[src/rtl/uart_alu_engine.sv]
// uart_alu_engine
//   Byte-stream arithmetic engine sitting between a UART receiver and a UART
//   transmitter on the baud clock. A frame is one opcode byte followed by
//   NUM_OPERANDS operands of OPERAND_BYTES bytes each (MSB first). The engine
//   folds ADD/SUB/XOR/MAX over the operands and answers with a status byte
//   followed by the RESW-bit result, or with a single error status byte.
//
//   Ports:
//     hwclk        baud-domain clock
//     reset_n      asynchronous active-low reset
//     rx_byte      received byte, qualified by rx_valid
//     rx_valid     one-cycle strobe for rx_byte
//     tx_byte      byte to transmit, valid while tx_start is high
//     tx_start     one-cycle transmit request
//     tx_busy      transmitter busy; requests are only made while it is low
//     busy         high whenever the engine is not idle
//     frame_done   one-cycle pulse once the last response byte is handed off
//     last_status  status byte of the most recent response
//     drop_count   saturating count of rx bytes ignored while not receiving
module uart_alu_engine #(
    parameter int OPERAND_BYTES  = 2,
    parameter int NUM_OPERANDS   = 2,
    parameter int TIMEOUT_CYCLES = 96
) (
    input  logic       hwclk,
    input  logic       reset_n,
    input  logic [7:0] rx_byte,
    input  logic       rx_valid,
    output logic [7:0] tx_byte,
    output logic       tx_start,
    input  logic       tx_busy,
    output logic       busy,
    output logic       frame_done,
    output logic [7:0] last_status,
    output logic [7:0] drop_count
);

    localparam int OPW   = 8 * OPERAND_BYTES;
    localparam int RESW  = OPW + 8;
    localparam int TXW   = RESW + 8;
    localparam int TMO_W = (TIMEOUT_CYCLES < 2) ? 1 : $clog2(TIMEOUT_CYCLES + 1);

    localparam logic [2:0]       LAST_BYTE = 3'(OPERAND_BYTES - 1);
    localparam logic [3:0]       LAST_OPND = 4'(NUM_OPERANDS - 1);
    localparam logic [3:0]       RESP_LEN  = 4'(OPERAND_BYTES + 2);
    localparam logic [TMO_W-1:0] TMO_LIMIT = TMO_W'(TIMEOUT_CYCLES);
    localparam logic [7:0]       ST_OK     = 8'h00;
    localparam logic [7:0]       ST_BADOP  = 8'hE1;
    localparam logic [7:0]       ST_TMO    = 8'hE2;

    typedef enum logic [1:0] {IDLE, RECV, CALC, SEND} state_t;
    typedef enum logic [1:0] {ALU_ADD, ALU_SUB, ALU_XOR, ALU_MAX} alu_op_t;

    state_t            state, state_next;
    alu_op_t           op_sel;
    logic [OPW-1:0]    op_reg;
    logic [RESW-1:0]   op_ext;
    logic [RESW-1:0]   acc;
    logic [2:0]        byte_idx;
    logic [3:0]        opnd_rx;     // operands fully received
    logic [3:0]        opnd_ap;     // operands folded into acc
    logic              op_pend;     // operand completed last cycle, fold pending
    logic              recv_done;
    logic [TMO_W-1:0]  tmo_cnt;
    logic [TXW-1:0]    tx_sh;
    logic [3:0]        tx_left;
    logic              tx_guard;    // masks tx_busy the cycle after tx_start
    logic [7:0]        status;

    logic opcode_ok, timeout_hit, final_update, issue, send_done, drop;

    assign op_ext = {8'h00, op_reg};
    assign busy   = (state != IDLE);

    always_ff @(posedge hwclk or negedge reset_n) begin
        if (!reset_n) state <= IDLE;
        else          state <= state_next;
    end

    always_comb begin
        state_next   = state;
        opcode_ok    = (rx_byte >= 8'h01) && (rx_byte <= 8'h04);
        timeout_hit  = 1'b0;
        final_update = 1'b0;
        issue        = 1'b0;
        send_done    = 1'b0;
        drop         = 1'b0;
        case (state)
            IDLE: begin
                if (rx_valid) state_next = opcode_ok ? RECV : SEND;
            end
            RECV: begin
                timeout_hit  = (TIMEOUT_CYCLES != 0) && !recv_done && (tmo_cnt == TMO_LIMIT);
                final_update = op_pend && (opnd_ap == LAST_OPND);
                // Bytes arriving with a timeout or after the last operand are discarded.
                drop = rx_valid && (timeout_hit || recv_done);
                if (timeout_hit)       state_next = SEND;
                else if (final_update) state_next = CALC;
            end
            CALC: begin
                drop       = rx_valid;
                state_next = SEND;
            end
            SEND: begin
                drop      = rx_valid;
                issue     = (tx_left != 4'd0) && !tx_start && !tx_guard && !tx_busy;
                send_done = (tx_left == 4'd0) && !tx_start;
                if (send_done) state_next = IDLE;
            end
            default: state_next = IDLE;
        endcase
    end

    always_ff @(posedge hwclk or negedge reset_n) begin
        if (!reset_n) begin
            op_sel      <= ALU_ADD;
            op_reg      <= '0;
            acc         <= '0;
            byte_idx    <= '0;
            opnd_rx     <= '0;
            opnd_ap     <= '0;
            op_pend     <= 1'b0;
            recv_done   <= 1'b0;
            tmo_cnt     <= '0;
            tx_sh       <= '0;
            tx_left     <= '0;
            tx_guard    <= 1'b0;
            status      <= '0;
            tx_byte     <= '0;
            tx_start    <= 1'b0;
            frame_done  <= 1'b0;
            last_status <= '0;
            drop_count  <= '0;
        end else begin
            tx_start   <= 1'b0;
            frame_done <= 1'b0;
            tx_guard   <= tx_start;
            op_pend    <= 1'b0;
            if (drop && drop_count != 8'hFF) drop_count <= drop_count + 8'd1;

            case (state)
                IDLE: begin
                    if (rx_valid) begin
                        acc       <= '0;
                        op_reg    <= '0;
                        byte_idx  <= '0;
                        opnd_rx   <= '0;
                        opnd_ap   <= '0;
                        recv_done <= 1'b0;
                        tmo_cnt   <= '0;
                        case (rx_byte)
                            8'h01:   op_sel <= ALU_ADD;
                            8'h02:   op_sel <= ALU_SUB;
                            8'h03:   op_sel <= ALU_XOR;
                            8'h04:   op_sel <= ALU_MAX;
                            default: op_sel <= op_sel;
                        endcase
                        if (!opcode_ok) begin
                            status  <= ST_BADOP;
                            tx_sh   <= {ST_BADOP, {RESW{1'b0}}};
                            tx_left <= 4'd1;
                        end
                    end
                end
                RECV: begin
                    if (timeout_hit) begin
                        status  <= ST_TMO;
                        tx_sh   <= {ST_TMO, {RESW{1'b0}}};
                        tx_left <= 4'd1;
                    end else begin
                        if (rx_valid)                  tmo_cnt <= '0;
                        else if (TIMEOUT_CYCLES != 0)  tmo_cnt <= tmo_cnt + 1'b1;

                        if (rx_valid && !recv_done) begin
                            op_reg <= OPW'({op_reg, rx_byte});
                            if (byte_idx == LAST_BYTE) begin
                                byte_idx <= '0;
                                op_pend  <= 1'b1;
                                opnd_rx  <= opnd_rx + 4'd1;
                                if (opnd_rx == LAST_OPND) recv_done <= 1'b1;
                            end else begin
                                byte_idx <= byte_idx + 3'd1;
                            end
                        end

                        // Fold reads op_reg before any same-edge shift overwrites it.
                        if (op_pend) begin
                            opnd_ap <= opnd_ap + 4'd1;
                            if (opnd_ap == 4'd0) begin
                                acc <= op_ext;
                            end else begin
                                case (op_sel)
                                    ALU_ADD: acc <= acc + op_ext;
                                    ALU_SUB: acc <= acc - op_ext;
                                    ALU_XOR: acc <= acc ^ op_ext;
                                    ALU_MAX: acc <= (op_ext > acc) ? op_ext : acc;
                                    default: acc <= acc;
                                endcase
                            end
                        end
                    end
                end
                CALC: begin
                    status  <= ST_OK;
                    tx_sh   <= {ST_OK, acc};
                    tx_left <= RESP_LEN;
                end
                SEND: begin
                    if (issue) begin
                        tx_start <= 1'b1;
                        tx_byte  <= tx_sh[TXW-1 -: 8];
                        tx_sh    <= tx_sh << 8;
                        tx_left  <= tx_left - 4'd1;
                    end else if (send_done) begin
                        frame_done  <= 1'b1;
                        last_status <= status;
                    end
                end
                default: ;
            endcase
        end
    end

endmodule

[config.mk]
export PLATFORM = sky130hd
export DESIGN_NAME = uart_alu_engine
export DESIGN_NICKNAME = d
export VERILOG_FILES = /design/src/rtl/uart_alu_engine.sv
export SDC_FILE = /design/constraint.sdc
export NUM_CORES = 1
export LEC_CHECK = 0
export BUFFER_PORTS_ARGS = -buffer_cell sky130_fd_sc_hd__buf_2
export CAP_MARGIN = 30
export CORE_MARGIN = 4
export CORE_UTILIZATION = 55
export DETAILED_ROUTE_END_ITERATION = 6
export PLACE_DENSITY = 0.84
export SKIP_CTS_REPAIR_TIMING = 1
export SYNTH_ARGS = -nofsm -noshare
export SYNTH_HDL_FRONTEND = slang
export SYNTH_SLANG_ARGS = --single-unit
[constraint.sdc]
create_clock -name hwclk -period 7.6 [get_ports hwclk]
set_input_delay 1.52 -clock hwclk [delete_from_list [all_inputs] [get_ports hwclk]]
set_output_delay 1.52 -clock hwclk [all_outputs]
set_load 0.005 [all_outputs]
==> metrics.csv <==
stage,metric,value,unit
status,run status,finished clean,
cells_and_area,ANT cells,0,
power_and_ir_drop,worst-case vdd ir drop,0.253,mV
synth,Simple-Gate Fraction of Synth Area,18.6,%
global_route,vias in the first global route,6769,
synth,synthesized area per cell,8.47,um^2
timing,"Slew Viols, Final",0,
critical_path,Reg2Reg Setup Slack,3.77,ns
timing,final setup TNS,0,ns
cells_and_area,max reg flops,32,
cells_and_area,area grow syn2layout,10.5,%
critical_path,Worst EP required,7.90,ns
clock_network,clock sinks,125,
global_route,antenna violations before repair,0,
critical_path,max incr delay on CP,0.81,ns
synth,mux cell area share after synthesis,1.04,%
timing,Setup Viol. Count Final,0,
route,# DRC,0,
route,Initial DRC Count,840,
clock_network,CTS tree,built,
synth,Cells after Synth,940,
cells_and_area,Post-Route Utilization,62.7,%
floorplanning,core area,14000,um^2
global_route,gr usage total,25.5,%
global_route,pin count of the biggest net entering global routing,69,
synth,Synth Area in Compound Gates,24.9,%
timing,min cycle time layout,3.83,ns
route,antenna-violating nets left,0,
cells_and_area,share of cells above drive strength 1,8.65,%
synth,XOR/XNOR Fraction of Synth Area,2.53,%
route,total wire length,20700,um
floorplanning,row cnt,43,
critical_path,Worst R2R Path Depth,9,
placed_design,GPL Wtd Cong,0.925,
critical_path,most frequent CP cell,inv_1,
min_path,Hold Startpoint,tx_start$_DFF_PN0_,
critical_path,CP max FO,20,
clock_network,clock tree buffer depth,2,
timing,Slew HR,31.2,%
critical_path,Critical R2R Launch,state[1]$_DFFE_PN0P_,
critical_path,Worst Setup Start Kind,flop,
cells_and_area,final net count,1008,
power_and_ir_drop,P per Cell Area,438,nW/um^2
synth,Ys Warns,0,
synth,Adder-Cell Fraction of Synth Area,7.73,%
min_path,WHS Path Cells,0,
critical_path,crit-path cells,"inv_1, ha_1, inv_1, nor4b_4, nor3_1, a21boi_0, nand4_1, xor2_1, nor2_1",
clock_network,CTS Buf Count,17,
timing,Fin. Hold Viols,0,
floorplanning,die width,128,um
floorplanning,die footprint,16500,um^2
synth,library cells used by synthesis,71,
clock_network,H-tree levels,4,
synth,mapped cell area,7960,um^2
critical_path,CP max-delay cell,nor3_1,
placed_design,DP Worst Slack,3.67,ns
critical_path,RR Endpoint,opnd_rx[3]$_DFFE_PN0P_,
timing,period utilization,50.4,%
critical_path,WP data arrival,4.13,ns
timing,Clock Skews,0.00699,ns
floorplanning,Die Y-Extent,128,um
critical_path,CP Launch Point,state[1]$_DFFE_PN0P_,
timing,final worst setup slack,3.77,ns
placed_design,HPWL Detailed,14000,um
timing,Least-Margin Pin Slew,1.02,ns
timing,RSZ-0062 raised after global routing,no,
route,WL/cell,18.1,um
timing,fmax,0.261,GHz
floorplanning,num ports,39,
clock_network,worst skew pair latency,0.42,ns
clock_network,clk slew on worst S/H paths,0.06,ns
global_route,global-route wire length before repair,34000,um
synth,Post-synth EDFFs,0,
global_route,gr ovfl total,0,
synth,sequential element share of the synthesized area,39.3,%
route,first drt pass iteration count,6,
critical_path,WS Path Type,reg -> reg,
clock_network,Clock Root Buffer,clkbuf_16,
min_path,Hold Crit Class,reg -> reg,
synth,largest family of logic cells by synthesized area,compound AO/OA/AOI/OAI gates,
synth,"Async S/R FF share, synth",100,%
power_and_ir_drop,leak pwr,4.06,nW
power_and_ir_drop,Tot Pwr,3.85,mW
job,maxcap violations,0,
min_path,Worst Hold End,tx_guard$_DFF_PN0_,
synth,"Top FF cell, synth",dfrtp_1,
placed_design,number of port buffers,35,
critical_path,Worst setup EP type,flop,
floorplanning,Initial Utilization,56.7,%
synth,Yosys reg bits,125,
route,vias per inst,6.40,
route,Vias,7292,
worst max-delay path by stage:
| stage | end | cells past startpoint |
|---|---|---|
| CTS | acc[6]$_DFFE_PN0P_ | 9 |
| detailed placement | acc[6]$_DFFE_PN0P_ | 7 |
| floorplan | acc[16]$_DFFE_PN0P_ | 8 |
| global placement | acc[6]$_DFFE_PN0P_ | 7 |
| global route | opnd_rx[3]$_DFFE_PN0P_ | 9 |
| finish | opnd_rx[3]$_DFFE_PN0P_ | 9 |
metal layers:
metal / track usage, % / vias to the layer above / share of wire [%]
li1: - / 3382 / -
met1: 35.5 / 3498 / 43
met2: 39.1 / 350 / 47
met3: 4.65 / 62 / 7.3
met4: 11.2 / 0 / 3.2
met5: 0 / - / 0
where the power goes:
part           switching, mW  internal (mW)
combinational           1.28          0.731
clock                  0.300          0.506
sequential             0.202          0.835
critical path, delay by kind of cell (launching register included):
family          cells  cell delay (ns)
compound gates      1             0.68
xor+xnor            1             0.17
fa+ha+maj           1             0.50
buf+inv             2             0.64
flops               1             0.55
simple gates        4             1.18
synthesized netlist by cell type (3+ instances only):
cell	n	area [um^2]
o221ai_1	5	43.8
buf_4	6	45.0
o211ai_1	12	90.1
and3_1	8	50.1
nor2b_1	7	43.8
xor2_1	8	70.1
o21bai_1	3	22.5
nor4_1	4	25.0
o21a_1	5	37.5
a221o_1	3	30.0
and2_1	10	62.6
a22o_1	20	175
nor3b_1	3	22.5
or3_1	8	50.1
o2111ai_1	3	26.3
nand4_1	12	75.1
nand3_1	20	100
a211oi_1	7	52.6
a31oi_1	14	87.6
a21oi_1	46	230
mux2i_1	6	60.1
dfrtp_1	125	3130
nor3_1	20	100
o32ai_1	4	35.0
xnor2_1	15	131
o311ai_0	6	52.6
nand2_1	141	529
a21o_1	9	67.6
clkbuf_1	43	161
ha_1	46	576
o21ai_0	91	455
inv_1	56	210
buf_2	6	30.0
o31ai_1	14	105
nor2_1	74	278
o22ai_1	3	18.8
nand3b_1	3	22.5
a22oi_1	21	158
nand2b_1	6	37.5
cell usage in the layout, fill, tap and decap left out, types with 9 or more instances in the layout:
| cell | count |
|---|---|
| o31ai_1 | 14 |
| buf_2 | 34 |
| xnor2_1 | 15 |
| a21o_1 | 9 |
| a22o_1 | 20 |
| ha_1 | 46 |
| a31oi_1 | 14 |
| a21oi_1 | 46 |
| nand2_1 | 141 |
| o211ai_1 | 12 |
| a22oi_1 | 21 |
| and2_1 | 10 |
| nor2_1 | 74 |
| clkbuf_16 | 17 |
| nand3_1 | 20 |
| nand4_1 | 12 |
| o21ai_0 | 90 |
| dfrtp_1 | 125 |
| inv_1 | 56 |
| nor3_1 | 20 |
logic make-up after synthesis:
logic type                 Yosys count
AOI/OAI and AO/OA                  297
xor gates and xnor gates            23
adders and majority gates           48
buffers and inverters              114
DFF                                125
muxes                                8
other                                1
and+or+nand+nor                    324
stage by stage:
stage                     instance area (um^2)  hold slack [ns]  instances
after floorplan                           7970            0.408        942
after global placement                    8170            0.417       1106
after detailed placement                  8190            0.404       1108
after CTS                                 8770            0.430       1139
after global routing                      8800            0.451       1140
final                                     8800            0.436       1140
area by class of cell:
cell class	count	area, um^2
multi-input cells	703	4380
fillers	1130	5240
flip-flops and latches	125	3130
clock inverters	10	115
repair buffers	44	269
well taps	180	225
inverters	57	214
clock buffers	21	470
Note: power is estimated with default switching activity, not from simulation.
